File: src/rtl/axi4l_regbank.sv
// AXI4-Lite slave holding NREGS read/write control registers with byte strobes,
// DECERR on unmapped words and a one-cycle write strobe per register.
module axi4l_regbank #(
  parameter int DATA_WIDTH = 32,
  parameter int NREGS      = 4,
  parameter int ADDR_WIDTH = 8
) (
  input  logic                          aclk,
  input  logic                          areset,
  input  logic                          awvalid,
  output logic                          awready,
  input  logic [ADDR_WIDTH-1:0]         awaddr,
  input  logic [2:0]                    awprot,
  input  logic                          wvalid,
  output logic                          wready,
  input  logic [DATA_WIDTH-1:0]         wdata,
  input  logic [DATA_WIDTH/8-1:0]       wstrb,
  output logic                          bvalid,
  input  logic                          bready,
  output logic [1:0]                    bresp,
  input  logic                          arvalid,
  output logic                          arready,
  input  logic [ADDR_WIDTH-1:0]         araddr,
  input  logic [2:0]                    arprot,
  output logic                          rvalid,
  input  logic                          rready,
  output logic [DATA_WIDTH-1:0]         rdata,
  output logic [1:0]                    rresp,
  output logic [NREGS*DATA_WIDTH-1:0]   regs_o,
  output logic [NREGS-1:0]              wr_stb_o
);

  localparam int STRB_WIDTH = DATA_WIDTH / 8;
  localparam int ADDR_LSB   = $clog2(STRB_WIDTH);
  localparam logic [1:0] RESP_OKAY   = 2'b00;
  localparam logic [1:0] RESP_DECERR = 2'b11;

  logic                    aw_set;
  logic                    w_set;
  logic                    ar_set;
  logic                    aw_hs;
  logic                    w_hs;
  logic                    ar_hs;
  logic [ADDR_WIDTH-1:0]   aw_addr_q;
  logic [DATA_WIDTH-1:0]   w_data_q;
  logic [STRB_WIDTH-1:0]   w_strb_q;
  logic                    wr_req;
  logic                    wr_req_d0;
  logic [ADDR_WIDTH-1:0]   wr_addr_d0;
  logic [DATA_WIDTH-1:0]   wr_data_d0;
  logic [STRB_WIDTH-1:0]   wr_strb_d0;
  logic [31:0]             wr_idx;
  logic                    wr_hit;
  logic [NREGS-1:0]        wr_sel;
  logic                    wr_ack;
  logic [1:0]              wr_ack_resp;
  logic [ADDR_WIDTH-1:0]   ar_addr_q;
  logic [31:0]             rd_idx;
  logic                    rd_hit;
  logic [DATA_WIDTH-1:0]   rd_word;
  logic                    rd_req;
  logic                    rd_ack;
  logic [DATA_WIDTH-1:0]   rd_ack_data;
  logic [1:0]              rd_ack_resp;
  logic [DATA_WIDTH-1:0]   regs [NREGS];
  logic                    unused_bits;

  assign awready = ~aw_set;
  assign wready  = ~w_set;
  assign arready = ~ar_set;
  assign aw_hs   = awvalid & ~aw_set;
  assign w_hs    = wvalid & ~w_set;
  assign ar_hs   = arvalid & ~ar_set;

  assign unused_bits = ^{awprot, arprot, wr_addr_d0[ADDR_LSB-1:0], ar_addr_q[ADDR_LSB-1:0]};

  // Each channel latches its payload at its own handshake and stays blocked
  // until B completes; wr_req fires once, when the pair first becomes complete.
  always_ff @(posedge aclk) begin
    if (areset) begin
      aw_set    <= 1'b0;
      w_set     <= 1'b0;
      aw_addr_q <= '0;
      w_data_q  <= '0;
      w_strb_q  <= '0;
      wr_req    <= 1'b0;
    end else begin
      wr_req <= (aw_set | aw_hs) & (w_set | w_hs) & ~(aw_set & w_set);
      if (aw_hs) begin
        aw_set    <= 1'b1;
        aw_addr_q <= awaddr;
      end
      if (w_hs) begin
        w_set    <= 1'b1;
        w_data_q <= wdata;
        w_strb_q <= wstrb;
      end
      if (bvalid && bready) begin
        aw_set <= 1'b0;
        w_set  <= 1'b0;
      end
    end
  end

  always_ff @(posedge aclk) begin
    if (areset) begin
      wr_req_d0  <= 1'b0;
      wr_addr_d0 <= '0;
      wr_data_d0 <= '0;
      wr_strb_d0 <= '0;
    end else begin
      wr_req_d0  <= wr_req;
      wr_addr_d0 <= aw_addr_q;
      wr_data_d0 <= w_data_q;
      wr_strb_d0 <= w_strb_q;
    end
  end

  assign wr_idx = 32'(wr_addr_d0[ADDR_WIDTH-1:ADDR_LSB]);
  assign wr_hit = (wr_idx < 32'(NREGS));

  always_comb begin
    wr_sel = '0;
    for (int k = 0; k < NREGS; k++) begin
      if (wr_req_d0 && wr_hit && (wr_idx == 32'(k))) begin
        wr_sel[k] = 1'b1;
      end
    end
  end

  // The strobe is registered alongside the update so both show in the same cycle,
  // and it fires even when no byte lane is enabled.
  always_ff @(posedge aclk) begin
    if (areset) begin
      for (int k = 0; k < NREGS; k++) begin
        regs[k] <= '0;
      end
      wr_stb_o <= '0;
    end else begin
      wr_stb_o <= wr_sel;
      for (int k = 0; k < NREGS; k++) begin
        for (int b = 0; b < STRB_WIDTH; b++) begin
          if (wr_sel[k] && wr_strb_d0[b]) begin
            regs[k][8*b +: 8] <= wr_data_d0[8*b +: 8];
          end
        end
      end
    end
  end

  always_ff @(posedge aclk) begin
    if (areset) begin
      wr_ack      <= 1'b0;
      wr_ack_resp <= RESP_OKAY;
      bvalid      <= 1'b0;
      bresp       <= RESP_OKAY;
    end else begin
      wr_ack <= wr_req_d0;
      if (wr_req_d0) begin
        wr_ack_resp <= wr_hit ? RESP_OKAY : RESP_DECERR;
      end
      if (wr_ack) begin
        bvalid <= 1'b1;
        bresp  <= wr_ack_resp;
      end else if (bvalid && bready) begin
        bvalid <= 1'b0;
      end
    end
  end

  genvar g;
  generate
    for (g = 0; g < NREGS; g++) begin : g_regs_out
      assign regs_o[g*DATA_WIDTH +: DATA_WIDTH] = regs[g];
    end
  endgenerate

  always_ff @(posedge aclk) begin
    if (areset) begin
      ar_set    <= 1'b0;
      ar_addr_q <= '0;
      rd_req    <= 1'b0;
    end else begin
      rd_req <= ar_hs;
      if (ar_hs) begin
        ar_set    <= 1'b1;
        ar_addr_q <= araddr;
      end
      if (rvalid && rready) begin
        ar_set <= 1'b0;
      end
    end
  end

  assign rd_idx = 32'(ar_addr_q[ADDR_WIDTH-1:ADDR_LSB]);
  assign rd_hit = (rd_idx < 32'(NREGS));

  always_comb begin
    rd_word = '0;
    for (int k = 0; k < NREGS; k++) begin
      if (rd_idx == 32'(k)) begin
        rd_word = regs[k];
      end
    end
  end

  // Read data is sampled from the registers before any same-edge write lands.
  always_ff @(posedge aclk) begin
    if (areset) begin
      rd_ack      <= 1'b0;
      rd_ack_data <= '0;
      rd_ack_resp <= RESP_OKAY;
      rvalid      <= 1'b0;
      rdata       <= '0;
      rresp       <= RESP_OKAY;
    end else begin
      rd_ack <= rd_req;
      if (rd_req) begin
        rd_ack_data <= rd_hit ? rd_word : '0;
        rd_ack_resp <= rd_hit ? RESP_OKAY : RESP_DECERR;
      end
      if (rd_ack) begin
        rvalid <= 1'b1;
        rdata  <= rd_ack_data;
        rresp  <= rd_ack_resp;
      end else if (rvalid && rready) begin
        rvalid <= 1'b0;
      end
    end
  end

endmodule

File: config.mk
export PLATFORM = sky130hd
export DESIGN_NAME = axi4l_regbank
export DESIGN_NICKNAME = d
export VERILOG_FILES = /design/src/rtl/axi4l_regbank.sv
export SDC_FILE = /design/constraint.sdc
export NUM_CORES = 1
export LEC_CHECK = 0
export BUFFER_PORTS_ARGS = -buffer_cell sky130_fd_sc_hd__buf_2
export CORE_MARGIN = 3
export CORE_UTILIZATION = 30
export CTS_BUF_LIST = sky130_fd_sc_hd__clkbuf_4 sky130_fd_sc_hd__clkbuf_8 sky130_fd_sc_hd__clkbuf_16
export DETAILED_ROUTE_END_ITERATION = 10
export GPL_TIMING_DRIVEN = 0
export PLACE_DENSITY_LB_ADDON = 0.05
export REMOVE_ABC_BUFFERS = 1
export SYNTH_ARGS = -nofsm -noshare
export SYNTH_HDL_FRONTEND = slang
export SYNTH_SLANG_ARGS = --single-unit
File: constraint.sdc
create_clock -name aclk -period 2.84 [get_ports aclk]
set_input_delay 0 -clock aclk [delete_from_list [all_inputs] [get_ports aclk]]
set_output_delay 0 -clock aclk [all_outputs]
set_load 0.02 [all_outputs]
==> results of run 1 <==
## cell usage in the layout, fill, tap and decap left out, types with 37 or more instances in the layout
master / n
dfxtp_1: 169
buf_2: 226
mux2i_1: 78
nand2_1: 96
nor2b_1: 80
a21oi_1: 38
nor2_1: 153
dlygate4sd3_1: 90
edfxtp_1: 128
clkbuf_16: 37
## worst min-delay path by stage
stage	end	slack, ps	cells past startpoint
final	rd_req$_SDFF_PP0_	90	3
after global routing	rd_req$_SDFF_PP0_	110	3
after CTS	rd_req$_SDFF_PP0_	60	3
after detailed placement	ar_set$_SDFFE_PP0P_	210	2
after global placement	ar_set$_SDFFE_PP0P_	210	2
after floorplan	wr_ack$_SDFF_PP0_	70	1
## layer usage
| metal | wire [µm] | global-route usage |
|---|---|---|
| met5 | 0 | 0 |
| met4 | 828 | 0.0538 |
| met3 | 1710 | 0.0372 |
| met2 | 17100 | 0.293 |
| met1 | 14100 | 0.199 |
## cell type report
type | count | share of cell area
Clock inverter | 12 | 0.0136
Sequential cell | 300 | 0.475
Clock buffer | 52 | 0.0685
Timing Repair Buffer | 331 | 0.150
Multi-Input combinational cell | 614 | 0.249
Tap cell | 504 | 0.0411
Inverter | 12 | 0.00294
## worst max-delay path: cells and delay by family, from the launching register on
| family | cells | cell delay [ps] |
|---|---|---|
| buffers and inverters | 1 | 280 |
| DFF | 1 | 340 |
| and+or+nand+nor | 2 | 1570 |
| AOI/OAI and AO/OA | 1 | 280 |
## stage by stage
stage | cell area [µm²] | total power, mW | instances | hold WS [ps] | setup slack (ps)
after floorplan | 11100 | 5.23 | 926 | 66.7 | -327
after global placement | 12900 | 5.57 | 1657 | 208 | -2690
after detailed placement | 13200 | 5.59 | 1671 | 213 | 276
after CTS | 15300 | 10.6 | 1825 | 56.3 | 277
after global routing | 15300 | 10.9 | 1825 | 113 | 117
final | 15300 | 10.5 | 1825 | 86.9 | 301
## registers in the layout, indices dropped and copies added, names as in the netlist, 6 cells and up
register / count
ar_addr_q: 6
w_data_q: 32
rdata: 32
wr_addr_d0: 6
wr_data_d0: 32
regs: 128
rd_ack_data: 32
aw_addr_q: 6
## power groups by stage
stage	clock network (mW)	registers [mW]	logic, mW
floorplan	0	4.93	0.307
global placement	0	4.89	0.675
detailed placement	0	4.86	0.728
CTS	5.03	4.77	0.828
global route	5.19	4.79	0.890
finish	4.88	4.77	0.813
## cells by family after synthesis
group / Yosys count / synth area share
and+or+nand+nor: 413 / 0.179
DFF: 300 / 0.637
AOI/OAI and AO/OA: 123 / 0.0848
buffers and inverters: 86 / 0.0311
muxes: 78 / 0.0683
## repair_timing
action / 4_1_cts / 5_1_grt
hold buffers: 90 / 0
buffers inserted: 0 / 0
hold endpoints to repair: 83 / 0
==> impl_metrics.ini, run 1 <==
[logic_synthesis]
ys_seq_area_frac = 0.637
yosys_most_used_dff = dfxtp_1
synth_commonest_cells = 172 x dfxtp_1, 154 x nor2_1, 128 x edfxtp_1, 96 x nand2_1, 81 x nor2b_1
ys_ff_latch = 300
synthArstFlopShare = 0
synth_area_leaders = edfxtp_1 34%, dfxtp_1 30%, mux2i_1 6.8%, nor2_1 5.1%, nor2b_1 4.4%
yosys.area.top_type = edfxtp_1
synth.distinct_cells = 31
synthCells = 1000
yosysWarnings = 0
synth_edf_count = 128
synth_top_cell_area_share = 0.336
syn-cell-area_um2 = 11400
avgSynthCellArea_um2 = 11.4
yosysMostFrequentCell = dfxtp_1

[routing]
drc = 0
drt_pass1_iterations = 4
drt_iter0_markers = 327
wl_per_cell_um = 18.5
totalWireLength_um = 33800
vias = 8276
ant_nets = 0
vias_per_cell = 4.53

[place]
hpwl_um = 22900
place.gp.congestion = 0.712
portBuffers = 227

[grt]
grt_overflow = 0
track_usage = 0.165
grt_pass1_vias = 8461
grt_max_degree = 113
grt_antenna_before_repair = 0
grt_pass1_wl_um = 51900

[sta]
worst_pin_slew_ps = 932
rsz0062_at_grt = false
hold_violations = 0
slew-limit-headroom = 0.379
max_freq_mhz = 394
setup_tns_ps = 0
finalSetupViolCount = 0
period_minus_slack_ps = 2540
fin_crit_sh = 0.894
slew_violations = 0
fin_skew_ps = 10.8

[pwr]
power.leakage_nw = 6.15
power.share.switching = 0.225
sequentialPowerShare = 0.456
peakVddDrop_uv = 457
combinationalPowerShare = 0.078
p_int_mw = 8.11
switchingPower_mw = 2.35
clkPwrFrac = 0.466
cellPowerDensity_nw_per_um2 = 682

[setup_path]
reg2reg_to = rd_ack_data[10]$_SDFFE_PP0P_
r2r_cells = 4
r2r-start = ar_addr_q[4]$_SDFFE_PP0P_
cp-end-kind = flip-flop
cp_slowest_stage_delay_ps = 790
path_cells = nor4_4 > buf_6 > and2_2 > a32o_1
cp_data_arrival_time_ps = 3000
critical_path.startpoint_type = flip-flop
ff2ff_setup_slack_ps = 300
crit_start = ar_addr_q[4]$_SDFFE_PP0P_
cp-endpoint = rd_ack_data[10]$_SDFFE_PP0P_
crit_fanout = 32
cp_slowest_cell = and2_2
critPathKind = reg2reg
critPathRequiredTime_ps = 3300

[clock_tree]
cts_root_buffer = clkbuf_16
cts_resized = 0
cts_made_buffers = 36
path_clk_slew_ps = 60
tritoncts = done
cts_max_path_buffers = 3
clock-sinks = 300
insertion_delay_ps = 520
h-tree-depth = 2

[floorplan]
fp.coreArea_um2 = 37000
rows = 70
die_x_um = 201
die_h_um = 201
ios = 238
initial_core_util = 0.309
dieArea_um2 = 40500

[finish]
final_core_util = 0.414
layout.nets = 1360
diodes = 0
n_fill_cell = 3635
drive_above_1_share = 0.254
multiInputGateArea_um2 = 3810
seqCellArea_um2 = 7290
area_growth_pct = 34.2

[status]
status = completed

[run]
drv_cap = 0

[worst_hold_path]
hold_start = arvalid
hp-class = in2reg
No activity file was read; power rests on OpenSTA's default activity.
==> run 2: changes to the inputs <==
--- a/config.mk
+++ b/config.mk
@@ -6,6 +6,7 @@
 export NUM_CORES = 1
 export LEC_CHECK = 0
 export BUFFER_PORTS_ARGS = -buffer_cell sky130_fd_sc_hd__buf_2
+export CORE_ASPECT_RATIO = 0.5
 export CORE_MARGIN = 3
 export CORE_UTILIZATION = 30
 export CTS_BUF_LIST = sky130_fd_sc_hd__clkbuf_4 sky130_fd_sc_hd__clkbuf_8 sky130_fd_sc_hd__clkbuf_16
==> run 2 against run 1 <==
Compared with the run above:
- sequential power about the same
- utilization decreased by 0.48 points
- critical path depth decreased by 1
- die area increased by 0.35%
- combinational power increased by 1%
- non-clock buffer count unchanged
- critical path type unchanged
- largest cell class unchanged
==> impl_metrics.ini, run 2 (synthesis results as in run 1) <==
[place]
portBuffers = 227
dp.cells = 1655
hpwl_um = 22800
place.gp.congestion = 0.750

[setup_path]
crit_fanout = 8
cp_data_arrival_time_ps = 2560
critPathRequiredTime_ps = 3020
cp-end-kind = flip-flop
critical_path.startpoint_type = flip-flop
critPathKind = reg2reg

[floorplan]
fp.coreArea_um2 = 36700
die_h_um = 144
initial_core_util = 0.311
rows = 49
die_x_um = 282
dieArea_um2 = 40600
ios = 238

[routing]
drt_pass1_iterations = 6
vias_per_cell = 4.60
vias = 8256
ant_nets = 0
wl_per_cell_um = 18.9
drt_iter0_markers = 370
totalWireLength_um = 34000
drc = 0

[grt]
grt_pass1_wl_um = 50600
track_usage = 0.164
grt_antenna_before_repair = 0
grt_pass1_vias = 8249
grt_overflow = 0
grt_max_degree = 96

[run]
drv_cap = 0

[pwr]
power.leakage_nw = 6.03
cellPowerDensity_nw_per_um2 = 634
peakVddDrop_uv = 430

[clock_tree]
cts_root_buffer = clkbuf_16
path_clk_slew_ps = 70
cts_made_buffers = 29
clock-sinks = 300
tritoncts = done
h-tree-depth = 1
cts_max_path_buffers = 3
cts_resized = 0
insertion_delay_ps = 550

[sta]
fin_skew_ps = 7.48
rsz0062_at_grt = false
finalSetupViolCount = 0
hold_violations = 0
period_minus_slack_ps = 2380
slew_violations = 0
whs_ps = 46.4
fin_crit_sh = 0.837
max_freq_mhz = 420
slew-limit-headroom = 0.388
setup_tns_ps = 0
worst_pin_slew_ps = 915

[finish]
area_growth_pct = 31.5
largest_reg_flops = 128
final_common_cell = buf_2
layout.cells.non_filler = 1794
diodes = 0
max_flop_register = regs
final_core_util = 0.409
layout.nets = 1353
drive_above_1_share = 0.251
final_cell_mix = 226 x buf_2, 169 x dfxtp_1, 153 x nor2_1

[worst_hold_path]
hp-class = in2reg

[status]
status = completed
-- run 2: cell types whose count changed in the layout (fill, tap and decap cells not counted), moves of 2 or more --
| cell | delta |
|---|---|
| bufinv_16 | -3 |
| buf_12 | +2 |
| buf_8 | +2 |
| dlygate4sd3_1 | -4 |
| clkinv_2 | +8 |
| clkbuf_16 | -8 |
| clkbuf_4 | -8 |
-- run 2: cell type report --
type,instances,area [µm²]
Clock inverter,16,156
Sequential cell,300,7290
Fill cell,3591,21700
Multi-Input combinational cell,614,3810
Tap cell,484,606
Clock buffer,37,805
Timing Repair Buffer,331,2320
Inverter,12,45.0
-- run 2: final timing paths --
| path | startpoint | endpoint | slack [ps] | cells after the start |
|---|---|---|---|---|
| setup / recovery | wr_req_d0$_SDFF_PP0_ | regs[1][28]$_SDFFCE_PN0P_ | 460 | 3 |
| setup reg to reg | wr_req_d0$_SDFF_PP0_ | regs[1][28]$_SDFFCE_PN0P_ | 460 | 3 |
| hold / removal | arvalid | rd_req$_SDFF_PP0_ | 50 | 3 |
| hold reg to reg | wr_req$_SDFF_PP0_ | wr_req_d0$_SDFF_PP0_ | 440 | 1 |
-- run 2: report_power, final --
part | internal, mW | total, mW | switching [mW]
sequential | 4.64 | 4.76 | 0.126
combinational | 0.353 | 0.825 | 0.472
clock | 2.27 | 3.94 | 1.67
-- run 2: per-layer routing --
| layer | vias up | global-route usage | part of all wire |
|---|---|---|---|
| met4 | 0 | 0.0348 | 0.019 |
| met5 | - | 0 | 0 |
| met3 | 41 | 0.0273 | 0.035 |
| met2 | 131 | 0.299 | 0.50 |
| met1 | 4021 | 0.207 | 0.44 |
| li1 | 4063 | - | - |
-- run 2: timing repair --
item / in CTS / in global routing
setup buffers: 0 / 0
endpoints found under the hold margin: 86 / 0
hold buffers: 86 / 0
-- run 2: worst max-delay path: stages, from the launching register on --
cell	delay (ps)
dfxtp_1	470
or4b_4	540
nor3_4	420
a31o_1	580
-- run 2: per-stage QoR --
| step | power (mW) | area [µm²] | worst slack (ps) |
|---|---|---|---|
| 2_1_floorplan | 5.23 | 11100 | -327 |
| 3_3_place_gp | 5.57 | 12900 | -2870 |
| 3_5_place_dp | 5.61 | 13200 | 406 |
| 4_1_cts | 9.68 | 15000 | 405 |
| 5_1_grt | 9.91 | 15000 | 326 |
| 6_report | 9.53 | 15000 | 462 |
==> run 3: changes to the inputs <==
--- a/config.mk
+++ b/config.mk
@@ -5,6 +5,7 @@
 export SDC_FILE = /design/constraint.sdc
 export NUM_CORES = 1
 export LEC_CHECK = 0
+export ABC_AREA = 1
 export BUFFER_PORTS_ARGS = -buffer_cell sky130_fd_sc_hd__buf_2
 export CORE_ASPECT_RATIO = 0.5
 export CORE_MARGIN = 3
==> constraint.sdc (replaced) <==
create_clock -name aclk -period 2.3 [get_ports aclk]
set_input_delay 0 -clock aclk [delete_from_list [all_inputs] [get_ports aclk]]
set_output_delay 0 -clock aclk [all_outputs]
set_load 0.02 [all_outputs]
==> run 3 against run 2 <==
Compared with the run above:
- die area up 1.1%
- clock skew up 3.4 ps
- critical endpoint is now ar_addr_q[2]$_SDFFE_PP0P_
- sequential cell count stayed put
- combinational power rose by 61%
- highest routed layer unchanged
==> impl_metrics.ini, run 3 <==
[routing]
vias = 9531
wl_per_cell_um = 18.9
ant_nets = 0
drc = 0
totalWireLength_um = 39400
drt_pass1_iterations = 5
drt_iter0_markers = 689
vias_per_cell = 4.57

[finish]
final_cell_mix = 321 x nor2_1, 226 x buf_2, 171 x dfxtp_1
final_common_cell = nor2_1
layout.nets = 1609
area_growth_pct = 29.5
largest_reg_flops = 128
drive_above_1_share = 0.208
layout.cells.non_filler = 2085
max_flop_register = regs
diodes = 0

[logic_synthesis]
avgSynthCellArea_um2 = 9.08
yosys.area.top_type = edfxtp_1
synthMuxAreaShare = 0
synthArstFlopShare = 0
synthAdderAreaFrac = 0
yosysMostFrequentCell = nor2_1
synth_edf_count = 128
synth_xor_area_frac = 0
ys_seq_area_frac = 0.630
yosysWarnings = 0
synth_top_family_by_area = simple AND/OR/NAND/NOR gates
synth_top_cell_area_share = 0.332
synth_simple_gate_area_frac = 0.218
synth_area_leaders = edfxtp_1 33%, dfxtp_1 30%, nor2_1 10%, o21ai_0 4.3%, inv_1 4.1%
ys_ff_latch = 300
synthCells = 1274
syn-cell-area_um2 = 11600
synth_commonest_cells = 322 x nor2_1, 172 x dfxtp_1, 128 x edfxtp_1, 127 x inv_1, 122 x nand2_1
synth.distinct_cells = 22
yosys_most_used_dff = dfxtp_1
synth_compound_area_frac = 0.0788

[pwr]
clkPwrFrac = 0.403
cellPowerDensity_nw_per_um2 = 809
power.share.switching = 0.259
switchingPower_mw = 3.13
p_int_mw = 8.97
combinationalPowerShare = 0.110
peakVddDrop_uv = 395
power.leakage_nw = 6.21
sequentialPowerShare = 0.487

[sta]
setup_tns_ps = 0
hold_violations = 0
whs_ps = 229
worst_pin_slew_ps = 862
finalSetupViolCount = 0
fin_skew_ps = 10.9
slew_violations = 0
rsz0062_at_grt = true
fin_ws_ps = 156
max_freq_mhz = 466
period_minus_slack_ps = 2140
slew-limit-headroom = 0.425
fin_crit_sh = 0.932

[setup_path]
ff2ff_setup_slack_ps = 170
crit_family = buffers and inverters
critPathKind = in2reg
r2r_cells = 6
cp-end-kind = flip-flop
cp_slowest_cell = dlygate4sd3_1
reg2reg_to = ar_addr_q[6]$_SDFFE_PP0P_
critPathRequiredTime_ps = 2790
cp_slowest_stage_delay_ps = 560
crit_fanout = 80
worst-path-buf-inv = 6
cp_data_arrival_time_ps = 2640
r2r-start = ar_set$_SDFFE_PP0P_
path_cells = dlygate4sd3_1 > buf_4 > buf_16 > inv_6 > buf_16 > o21ai_0 > a21oi_1 > dlygate4sd3_1
critical_path.startpoint_type = input pin

[clock_tree]
clock-sinks = 300
h-tree-depth = 1
insertion_delay_ps = 560
cts_max_path_buffers = 3
cts_root_buffer = clkbuf_16
tritoncts = done
cts_made_buffers = 29
path_clk_slew_ps = 60

[grt]
grt_pass1_vias = 9102
grt_max_degree = 81
grt_pass1_wl_um = 57300
track_usage = 0.186
grt_antenna_before_repair = 0
grt_overflow = 0

[floorplan]
fp.coreArea_um2 = 37700
initial_core_util = 0.307
ios = 238
rows = 50
dieArea_um2 = 41100
die_x_um = 284
die_h_um = 145

[worst_hold_path]
holdPathEnd = bvalid$_SDFFE_PP0P_
whs_path_depth = 5
hold_start = bready
hp-class = in2reg

[place]
place_ws_ps = -1060
portBuffers = 227
hpwl_um = 25900
dp.cells = 1962
place.gp.congestion = 0.817

[status]
status = completed

[run]
drv_cap = 0
[run 3: logic make-up after synthesis]
kind of cell,after synthesis
compound gates,180
buf+inv,206
flops,300
simple gates,588
[run 3: through the flow]
step	instance area [µm²]	util	total power [mW]
final	15000	0.397	12.1
after global routing	15000	0.397	12.6
after CTS	14900	0.395	12.2
after detailed placement	13300	0.352	7.22
after global placement	13000	0.345	7.14
after floorplan	11200	-	6.63
[run 3: worst reg2reg max path: cells and delay by family, from the launching register on]
family | cells | cell delay [ps]
flops | 1 | 310
buf+inv | 3 | 1270
simple gates | 3 | 440
[run 3: layer usage]
metal  global-route usage  routed length [µm]
met1                0.259               18700
met2                0.302               17900
met3               0.0335                1850
met4               0.0483                 934
met5                    0                   0
[run 3: power groups by stage]
| stage | Clock, mW | Sequential, mW | Combinational (mW) |
|---|---|---|---|
| finish | 4.88 | 5.90 | 1.33 |
| global route | 5.18 | 5.92 | 1.46 |
| CTS | 4.98 | 5.90 | 1.32 |
| detailed placement | 0 | 6.02 | 1.21 |
| global placement | 0 | 6.01 | 1.12 |
| floorplan | 0 | 6.12 | 0.502 |
[run 3: area by class of cell]
| cell class | instances | area, µm² |
|---|---|---|
| clock buffers | 41 | 847 |
| clock inverters | 11 | 105 |
| fillers | 3861 | 22700 |
| inverters | 134 | 514 |
| multi-input cells | 770 | 3520 |
| flip-flops and latches | 300 | 7290 |
| well taps | 520 | 651 |
| repair buffers | 309 | 2050 |
[run 3: repair_timing]
item / CTS / global route
endpoints found under the setup margin: 139 / 52
setup buffers: 2 / 4
pin swaps: 2 / 2
hold buffers: 63 / 0
endpoints found under the hold margin: 81 / 0
resized for setup: 17 / 9
gates cloned: 2 / 0
[run 3: worst max-delay path by stage]
stage	start	endpoint	slack, ps	cells past startpoint
3_5_place_dp	ar_addr_q[4]$_SDFFE_PP0P_	rd_ack_data[24]$_SDFFE_PP0P_	-1060	7
6_report	areset	ar_addr_q[2]$_SDFFE_PP0P_	160	8
3_3_place_gp	areset	regs[2][17]$_SDFFCE_PN0P_	-3710	3
4_1_cts	ar_addr_q[3]$_SDFFE_PP0P_	rd_ack_data[24]$_SDFFE_PP0P_	2	7
5_1_grt	wr_addr_d0[5]$_SDFF_PP0_	regs[1][30]$_SDFFCE_PN0P_	-10	5
2_1_floorplan	ar_addr_q[4]$_SDFFE_PP0P_	rd_ack_data[0]$_SDFFE_PP0P_	-290	7
